## src/rtl/key_pkg.sv

```systemverilog
// Shared definitions for the pushbutton conditioner.
// Holds the per-channel FSM state encoding and the 50 MHz default cycle counts.
// It also provides a small helper used to size the channel counters.
package key_pkg;

  localparam int NUM_KEYS = 2;

  // 20 ms debounce, 0.5 s hold before first repeat, 0.1 s repeat period @ 50 MHz
  localparam int DEF_DEBOUNCE_CYCLES = 1_000_000;
  localparam int DEF_HOLD_CYCLES     = 25_000_000;
  localparam int DEF_REPEAT_CYCLES   = 5_000_000;

  typedef enum logic [1:0] {
    ST_UP       = 2'd0,
    ST_DOWN_CHK = 2'd1,
    ST_DOWN     = 2'd2,
    ST_UP_CHK   = 2'd3
  } key_state_t;

  function automatic int max3(input int a, input int b, input int c);
    int m;
    m = (a > b) ? a : b;
    return (m > c) ? m : c;
  endfunction

endpackage

```

## src/rtl/key_conditioner_if.sv

```systemverilog
// Bundle of raw pushbutton inputs and conditioned outputs.
//   key         raw buttons, active-low, asynchronous
//   key_down    debounced level, 1 = pressed
//   key_press   one-cycle strobe on accepted press
//   key_release one-cycle strobe on accepted release
//   key_repeat  one-cycle auto-repeat strobe while held
// master: board/stimulus side, slave: conditioner side.
interface key_conditioner_if;
  import key_pkg::*;

  logic [NUM_KEYS-1:0] key;
  logic [NUM_KEYS-1:0] key_down;
  logic [NUM_KEYS-1:0] key_press;
  logic [NUM_KEYS-1:0] key_release;
  logic [NUM_KEYS-1:0] key_repeat;

  modport master (
    output key,
    input  key_down,
    input  key_press,
    input  key_release,
    input  key_repeat
  );

  modport slave (
    input  key,
    output key_down,
    output key_press,
    output key_release,
    output key_repeat
  );

endinterface

```

## src/rtl/key_debounce_ch.sv

```systemverilog
// One pushbutton channel: two-flop synchroniser, debounce FSM and hold/repeat
// counter. All outputs are registered.
//   CLOCK_50    system clock
//   reset       asynchronous, active-high
//   key_n       raw button, active-low
//   key_down    debounced level
//   key_press   strobe on accepted press
//   key_release strobe on accepted release
//   key_repeat  auto-repeat strobe while held
//
// state    | meaning
// ---------+------------------------------------------------
// UP       | released, key_down = 0
// DOWN_CHK | candidate press, counting stable pressed cycles
// DOWN     | pressed, key_down = 1, hold counter running
// UP_CHK   | candidate release, key_down still 1, hold counter running
module key_debounce_ch
  import key_pkg::*;
#(
  parameter int DEBOUNCE_CYCLES = DEF_DEBOUNCE_CYCLES,
  parameter int HOLD_CYCLES     = DEF_HOLD_CYCLES,
  parameter int REPEAT_CYCLES   = DEF_REPEAT_CYCLES
) (
  input  logic CLOCK_50,
  input  logic reset,
  input  logic key_n,
  output logic key_down,
  output logic key_press,
  output logic key_release,
  output logic key_repeat
);

  localparam int MAX_CYCLES = max3(DEBOUNCE_CYCLES, HOLD_CYCLES, REPEAT_CYCLES);
  localparam int CW = (MAX_CYCLES > 1) ? $clog2(MAX_CYCLES) : 1;

  localparam logic [CW-1:0] DEB_TC  = CW'(DEBOUNCE_CYCLES - 1);
  localparam logic [CW-1:0] HOLD_TC = CW'(HOLD_CYCLES - 1);
  localparam logic [CW-1:0] REP_TC  = CW'(REPEAT_CYCLES - 1);

  logic          sync_meta;
  logic          sync;
  key_state_t    state;
  logic [CW-1:0] deb_cnt;
  logic [CW-1:0] hold_cnt;
  logic          first_rpt;   // 1 until the first repeat of the current hold
  logic [CW-1:0] hold_tc;
  logic          hold_hit;

  assign hold_tc  = first_rpt ? HOLD_TC : REP_TC;
  assign hold_hit = (hold_cnt == hold_tc);

  always_ff @(posedge CLOCK_50 or posedge reset) begin
    if (reset) begin
      sync_meta   <= 1'b0;
      sync        <= 1'b0;
      state       <= ST_UP;
      deb_cnt     <= '0;
      hold_cnt    <= '0;
      first_rpt   <= 1'b1;
      key_down    <= 1'b0;
      key_press   <= 1'b0;
      key_release <= 1'b0;
      key_repeat  <= 1'b0;
    end else begin
      sync_meta   <= ~key_n;
      sync        <= sync_meta;
      key_press   <= 1'b0;
      key_release <= 1'b0;
      key_repeat  <= 1'b0;

      case (state)
        ST_UP: begin
          hold_cnt <= '0;
          if (sync) begin
            state   <= ST_DOWN_CHK;
            deb_cnt <= '0;
          end
        end

        ST_DOWN_CHK: begin
          if (!sync) begin
            state   <= ST_UP;
            deb_cnt <= '0;
          end else if (deb_cnt == DEB_TC) begin
            state     <= ST_DOWN;
            key_down  <= 1'b1;
            key_press <= 1'b1;
            deb_cnt   <= '0;
            hold_cnt  <= '0;
            first_rpt <= 1'b1;
          end else begin
            deb_cnt <= deb_cnt + 1'b1;
          end
        end

        ST_DOWN: begin
          if (!sync) begin
            state   <= ST_UP_CHK;
            deb_cnt <= '0;
          end
          if (hold_hit) begin
            key_repeat <= 1'b1;
            hold_cnt   <= '0;
            first_rpt  <= 1'b0;
          end else begin
            hold_cnt <= hold_cnt + 1'b1;
          end
        end

        ST_UP_CHK: begin
          if (!sync && deb_cnt == DEB_TC) begin
            // release wins: no repeat in this cycle
            state       <= ST_UP;
            key_down    <= 1'b0;
            key_release <= 1'b1;
            deb_cnt     <= '0;
            hold_cnt    <= '0;
          end else begin
            if (sync) begin
              state   <= ST_DOWN;
              deb_cnt <= '0;
            end else begin
              deb_cnt <= deb_cnt + 1'b1;
            end
            // hold timing keeps running through a release bounce
            if (hold_hit) begin
              key_repeat <= 1'b1;
              hold_cnt   <= '0;
              first_rpt  <= 1'b0;
            end else begin
              hold_cnt <= hold_cnt + 1'b1;
            end
          end
        end

        default: begin
          state <= ST_UP;
        end
      endcase
    end
  end

endmodule

```

## src/rtl/key_conditioner.sv

```systemverilog
// Pushbutton conditioner: synchronises and debounces each active-low key and
// produces a clean level plus press, release and auto-repeat strobes usable as
// clock enables by downstream CLOCK_50 logic.
//   CLOCK_50  system clock
//   reset     asynchronous, active-high
//   bus       key_conditioner_if slave: raw keys in, conditioned outputs out
module key_conditioner
  import key_pkg::*;
#(
  parameter int DEBOUNCE_CYCLES = DEF_DEBOUNCE_CYCLES,
  parameter int HOLD_CYCLES     = DEF_HOLD_CYCLES,
  parameter int REPEAT_CYCLES   = DEF_REPEAT_CYCLES
) (
  input  logic             CLOCK_50,
  input  logic             reset,
  key_conditioner_if.slave bus
);

  logic [NUM_KEYS-1:0] down_w;
  logic [NUM_KEYS-1:0] press_w;
  logic [NUM_KEYS-1:0] release_w;
  logic [NUM_KEYS-1:0] repeat_w;

  for (genvar i = 0; i < NUM_KEYS; i++) begin : g_ch
    key_debounce_ch #(
      .DEBOUNCE_CYCLES (DEBOUNCE_CYCLES),
      .HOLD_CYCLES     (HOLD_CYCLES),
      .REPEAT_CYCLES   (REPEAT_CYCLES)
    ) u_ch (
      .CLOCK_50    (CLOCK_50),
      .reset       (reset),
      .key_n       (bus.key[i]),
      .key_down    (down_w[i]),
      .key_press   (press_w[i]),
      .key_release (release_w[i]),
      .key_repeat  (repeat_w[i])
    );
  end

  assign bus.key_down    = down_w;
  assign bus.key_press   = press_w;
  assign bus.key_release = release_w;
  assign bus.key_repeat  = repeat_w;

endmodule

```

## src/flat_wrapper.sv

```systemverilog
// flat-port wrapper written by rule: the top's interface ports become plain ports
module key_conditioner_flat import key_pkg::*;
#(
  parameter int DEBOUNCE_CYCLES = DEF_DEBOUNCE_CYCLES,
  parameter int HOLD_CYCLES     = DEF_HOLD_CYCLES,
  parameter int REPEAT_CYCLES   = DEF_REPEAT_CYCLES
)
  (CLOCK_50, reset, bus_key, bus_key_down, bus_key_press, bus_key_release, bus_key_repeat);
  key_conditioner_if bus_i ();
  input  logic CLOCK_50;
  input  logic reset;
  input wire logic [$bits(bus_i.key)-1:0] bus_key;
  output wire logic [$bits(bus_i.key_down)-1:0] bus_key_down;
  output wire logic [$bits(bus_i.key_press)-1:0] bus_key_press;
  output wire logic [$bits(bus_i.key_release)-1:0] bus_key_release;
  output wire logic [$bits(bus_i.key_repeat)-1:0] bus_key_repeat;
  assign bus_i.key = bus_key;
  assign bus_key_down = bus_i.key_down;
  assign bus_key_press = bus_i.key_press;
  assign bus_key_release = bus_i.key_release;
  assign bus_key_repeat = bus_i.key_repeat;
  key_conditioner #(.DEBOUNCE_CYCLES(DEBOUNCE_CYCLES), .HOLD_CYCLES(HOLD_CYCLES), .REPEAT_CYCLES(REPEAT_CYCLES)) u_core (.CLOCK_50(CLOCK_50), .reset(reset), .bus(bus_i));
endmodule
```

## config.mk

```make
export PLATFORM = sky130hd
export DESIGN_NAME = key_conditioner_flat
export DESIGN_NICKNAME = d
export VERILOG_FILES = /design/src/rtl/key_pkg.sv /design/src/rtl/key_conditioner_if.sv /design/src/rtl/key_debounce_ch.sv /design/src/rtl/key_conditioner.sv /design/src/flat_wrapper.sv
export SDC_FILE = /design/constraint.sdc
export NUM_CORES = 1
export LEC_CHECK = 0
export BUFFER_PORTS_ARGS = -buffer_cell sky130_fd_sc_hd__buf_2
export CAP_MARGIN = 20
export CORE_MARGIN = 8
export CORE_UTILIZATION = 30
export DETAILED_ROUTE_END_ITERATION = 10
export GPL_TIMING_DRIVEN = 0
export HOLD_SLACK_MARGIN = 0.1
export PLACE_DENSITY = 0.53
export SYNTH_ARGS = -nofsm -noshare
export SYNTH_HDL_FRONTEND = slang
export SYNTH_SLANG_ARGS = --single-unit
```

## constraint.sdc

```tcl
create_clock -name CLOCK_50 -period 6.6 [get_ports CLOCK_50]
set_input_delay 0.66 -clock CLOCK_50 [delete_from_list [all_inputs] [get_ports CLOCK_50]]
set_output_delay 0.66 -clock CLOCK_50 [all_outputs]
set_load 0.005 [all_outputs]
```

==> results.cfg <==
[outcome]
outcome = complete, no violations

[worst_setup_path]
critPathMaxStageDelay_ns = 0.56
start_kind = register
slowest_stage = nor3_2
rrSetupSlack_ns = 3.58
end_kind = register
worstPathRequired_ns = 6.90
cpMostUsedCell = clkbuf_1
crit_chain = ha_1, nand3_1, nor3_2, a311o_1, clkbuf_1, clkbuf_1, o311ai_0, o21a_1
worstPathArrival_ns = 3.32
crit_fanout = 10
crit_type = register to register

[timing]
setup_viol = 0
rsz0062_at_grt = false
max_freq_ghz = 0.331
skew_ns = 0.00780
min_period_ns = 3.02
drv_slew = 0
fin_crit_sh = 0.457
tightestPinTransition_ns = 1.08
worst_slack_ns = 3.58
hold_viol_final = 0
timing.setup.tns_ns = 0
hold_ws_ns = 0.229
slew_headroom = 0.272

[placed_design]
pre_cts_ws_ns = 3.62
port-buffer-count = 11
place_congestion = 0.841
hpwl_mm = 11.7
post_dp_cell_area_mm2 = 0.00725

[floorplan]
die_h_um = 167
rows = 55
die-area_mm2 = 0.0278
io_pins = 12
coreArea_mm2 = 0.0224
die_x_um = 167
start_util = 0.303

[yosys]
synth_fp_nets = 762
yosys.area_share.simple = 0.276
yosysWarningCount = 0
synth_fa_ha_area_frac = 0.00736
synthMuxAreaShare = 0.0153
synth_top_family_by_area = simple AND/OR/NAND/NOR gates
ys_types = 68
syn_inst = 754
synth-edff-count = 0
synth.avg_cell_area_um2 = 9.02
yosysSeqAreaShare = 0.434
async_flop_share = 1.00
synth_compound_area_frac = 0.200
synth_flop_cell = dfrtp_1
syn-cell-area_mm2 = 0.00680
synth_xor_area_frac = 0.0167
synth_seq_cells = 118

[pwr]
pwr-share-clk = 0.550
max-vdd-ir-drop_mv = 0.149
switching_share = 0.220
p_int_w = 0.00139
p_per_area_mw_per_mm2 = 226
p_leak_nw = 3.11
combPwrFrac = 0.037
p_sw_w = 0.000392
pwr-share-seq = 0.413

[clock_network]
cts_buffers = 17
htree_levels = 4
clock_path_buffers = 2
cts-hold-fix-buffers = 0
postCtsSetupBuffers = 0
cts_root_buffer = clkbuf_16
cts_resized = 0
cts.clk_slew.worst_paths_ns = 0.06
cts_tree = done
clock_sinks = 118
clkLatencyLatePin_ns = 0.42

[finish]
stdcell_area_mm2 = 0.00788
drive_above_1_share = 0.105
nNetsFinal = 794
fin_util = 0.351
n_antenna_cell = 0
fillers = 2342
area_delta_synth_final_pct = 15.8

[drt]
first_pass_iters = 5
wl_per_cell_um = 16.6
dr.first_iter.drc_count = 438
vias = 6102
remaining_drc_errors = 0
routed_wl_mm = 17.9
ant_nets = 0
vias_per_cell = 5.63

[grt]
grt_first_pass_wirelength_mm = 30.4
grt_max_degree = 86
grt_overflow = 0
grt_pass1_vias = 5889
antenna_found_initial = 0
grt_usage = 0.131

[job]
max_cap_viol_count = 0

[min_path]
hold_path.class = input pin to async pin
[cells in the final DEF (no fill, tap or decap), types with 4 or more instances in the layout]
| master | synthesis | routed |
|---|---|---|
| xnor2_1 | 7 | 7 |
| a21o_1 | 7 | 7 |
| o211ai_1 | 4 | 4 |
| clkbuf_1 | 32 | 33 |
| nor4bb_1 | 4 | 4 |
| buf_4 | 10 | 10 |
| and2_1 | 6 | 6 |
| nor2_1 | 41 | 41 |
| o21a_1 | 10 | 10 |
| or4_1 | 16 | 16 |
| ha_1 | 4 | 4 |
| o311a_1 | 4 | 4 |
| nor4_1 | 20 | 20 |
| o21ai_0 | 37 | 37 |
| mux2i_1 | 7 | 7 |
| o2bb2ai_1 | 4 | 4 |
| a22o_1 | 17 | 17 |
| nand4_1 | 31 | 31 |
| dfrtp_1 | 116 | 116 |
| and4_1 | 17 | 17 |
| nor3_1 | 26 | 26 |
| a31oi_1 | 27 | 27 |
| a21oi_1 | 29 | 29 |
| nand2_1 | 74 | 74 |
| clkbuf_8 | 0 | 5 |
| o31ai_1 | 6 | 6 |
| clkbuf_16 | 0 | 17 |
| nand3_1 | 42 | 42 |
| o311ai_0 | 10 | 10 |
| or3_1 | 17 | 17 |
| or2_2 | 4 | 4 |
| nor3b_1 | 4 | 4 |
| xor2_1 | 6 | 6 |
| buf_2 | 6 | 18 |
| inv_1 | 29 | 28 |
| and3_1 | 18 | 18 |
| o22a_1 | 4 | 4 |
[cells by family after synthesis]
kind of cell / after synthesis
flip-flops: 118
AO/OA/AOI/OAI: 192
XOR/XNOR: 13
multiplexers: 10
adder cells (fa/ha/maj): 4
AND/OR/NAND/NOR: 339
buffers and inverters: 78
[per-layer routing]
metal | vias to the layer above | track usage | wire length [µm]
met1 | 2980 | 0.175 | 8770
met5 | - | 0 | 0
met4 | 0 | 0.0407 | 221
met2 | 160 | 0.208 | 8120
met3 | 18 | 0.0310 | 814
li1 | 2944 | - | -
[final timing paths]
check / from / end / cells past startpoint
max: u_core.g_ch[1].u_ch.deb_cnt[0] / u_core.g_ch[1].u_ch.hold_cnt[12] / 8
min: reset / u_core.g_ch[0].u_ch.deb_cnt[1] / 2
max reg2reg: u_core.g_ch[1].u_ch.deb_cnt[0] / u_core.g_ch[1].u_ch.hold_cnt[12] / 8
min reg2reg: u_core.g_ch[0].u_ch.sync_meta / u_core.g_ch[0].u_ch.sync / 0
max in group asynchronous: reset / u_core.g_ch[1].u_ch.first_rpt / 3
min in group CLOCK_50: u_core.g_ch[0].u_ch.sync_meta / u_core.g_ch[0].u_ch.sync / 0
[synthesized netlist by cell type, types with 4 or more instances]
master,count,share of area
dfrtp_1,116,0.43
buf_2,6,0.0044
or3_1,17,0.016
o22a_1,4,0.0051
o211ai_1,4,0.0044
nor4_1,20,0.018
a22o_1,17,0.022
ha_1,4,0.0074
or2_2,4,0.0037
xor2_1,6,0.0077
o311ai_0,10,0.013
nor3_1,26,0.019
xnor2_1,7,0.0090
o21a_1,10,0.011
buf_4,10,0.011
nor3b_1,4,0.0044
and3_1,18,0.017
and4_1,17,0.022
nor4bb_1,4,0.0059
a31oi_1,27,0.025
o31ai_1,6,0.0066
and2_1,6,0.0055
o311a_1,4,0.0059
inv_1,29,0.016
mux2i_1,7,0.010
nand4_1,31,0.029
nand2_1,74,0.041
or4_1,16,0.018
o21ai_0,37,0.027
o2bb2ai_1,4,0.0051
a21oi_1,29,0.021
nor2_1,41,0.023
clkbuf_1,32,0.018
nand3_1,42,0.031
a21o_1,7,0.0077
[registers in the layout (all words and copies together), names as in the netlist]
| register | count |
|---|---|
| u_core.g_ch.u_ch.hold_cnt | 50 |
| u_core.g_ch.u_ch.sync_meta | 2 |
| u_core.g_ch.u_ch.deb_cnt | 50 |
| u_core.g_ch.u_ch.key_repeat | 2 |
| u_core.g_ch.u_ch.key_down | 2 |
| u_core.g_ch.u_ch.key_press | 2 |
| u_core.g_ch.u_ch.first_rpt | 2 |
| u_core.g_ch.u_ch.sync | 2 |
| u_core.g_ch.u_ch.key_release | 2 |
| u_core.g_ch.u_ch.state | 4 |
[cell type report]
type / count / area, µm² / area share
Timing Repair Buffer: 13 / 87.6 / 0.0111
Multi-Input combinational cell: 558 / 3520 / 0.446
Clock buffer: 23 / 498 / 0.0632
Buffer: 49 / 229 / 0.0291
Tap cell: 285 / 357 / 0.0453
Sequential cell: 118 / 2960 / 0.375
Clock inverter: 8 / 120 / 0.0152
Inverter: 29 / 114 / 0.0145
[power groups by stage]
stage,sequential (W),clock (W),combinational [W]
floorplan,0.000746,0,0.0000436
detailed placement,0.000747,0,0.0000671
CTS,0.000735,0.000997,0.0000671
finish,0.000735,0.000978,0.0000654
global placement,0.000748,0,0.0000640
global route,0.000735,0.00103,0.0000751
[per-stage QoR]
step	power (W)	instances
2_1_floorplan	0.000790	754
3_3_place_gp	0.000811	1050
3_5_place_dp	0.000814	1051
4_1_cts	0.00180	1082
5_1_grt	0.00184	1083
6_report	0.00178	1083
[worst max-delay path: cells and delay by family (launching register included)]
family / cells / cell delay, ns
buf+inv: 2 / 0.82
simple gates: 2 / 0.78
compound gates: 3 / 0.68
flops: 1 / 0.40
fa+ha+maj: 1 / 0.22
Note: power is estimated with default switching activity, not from simulation.
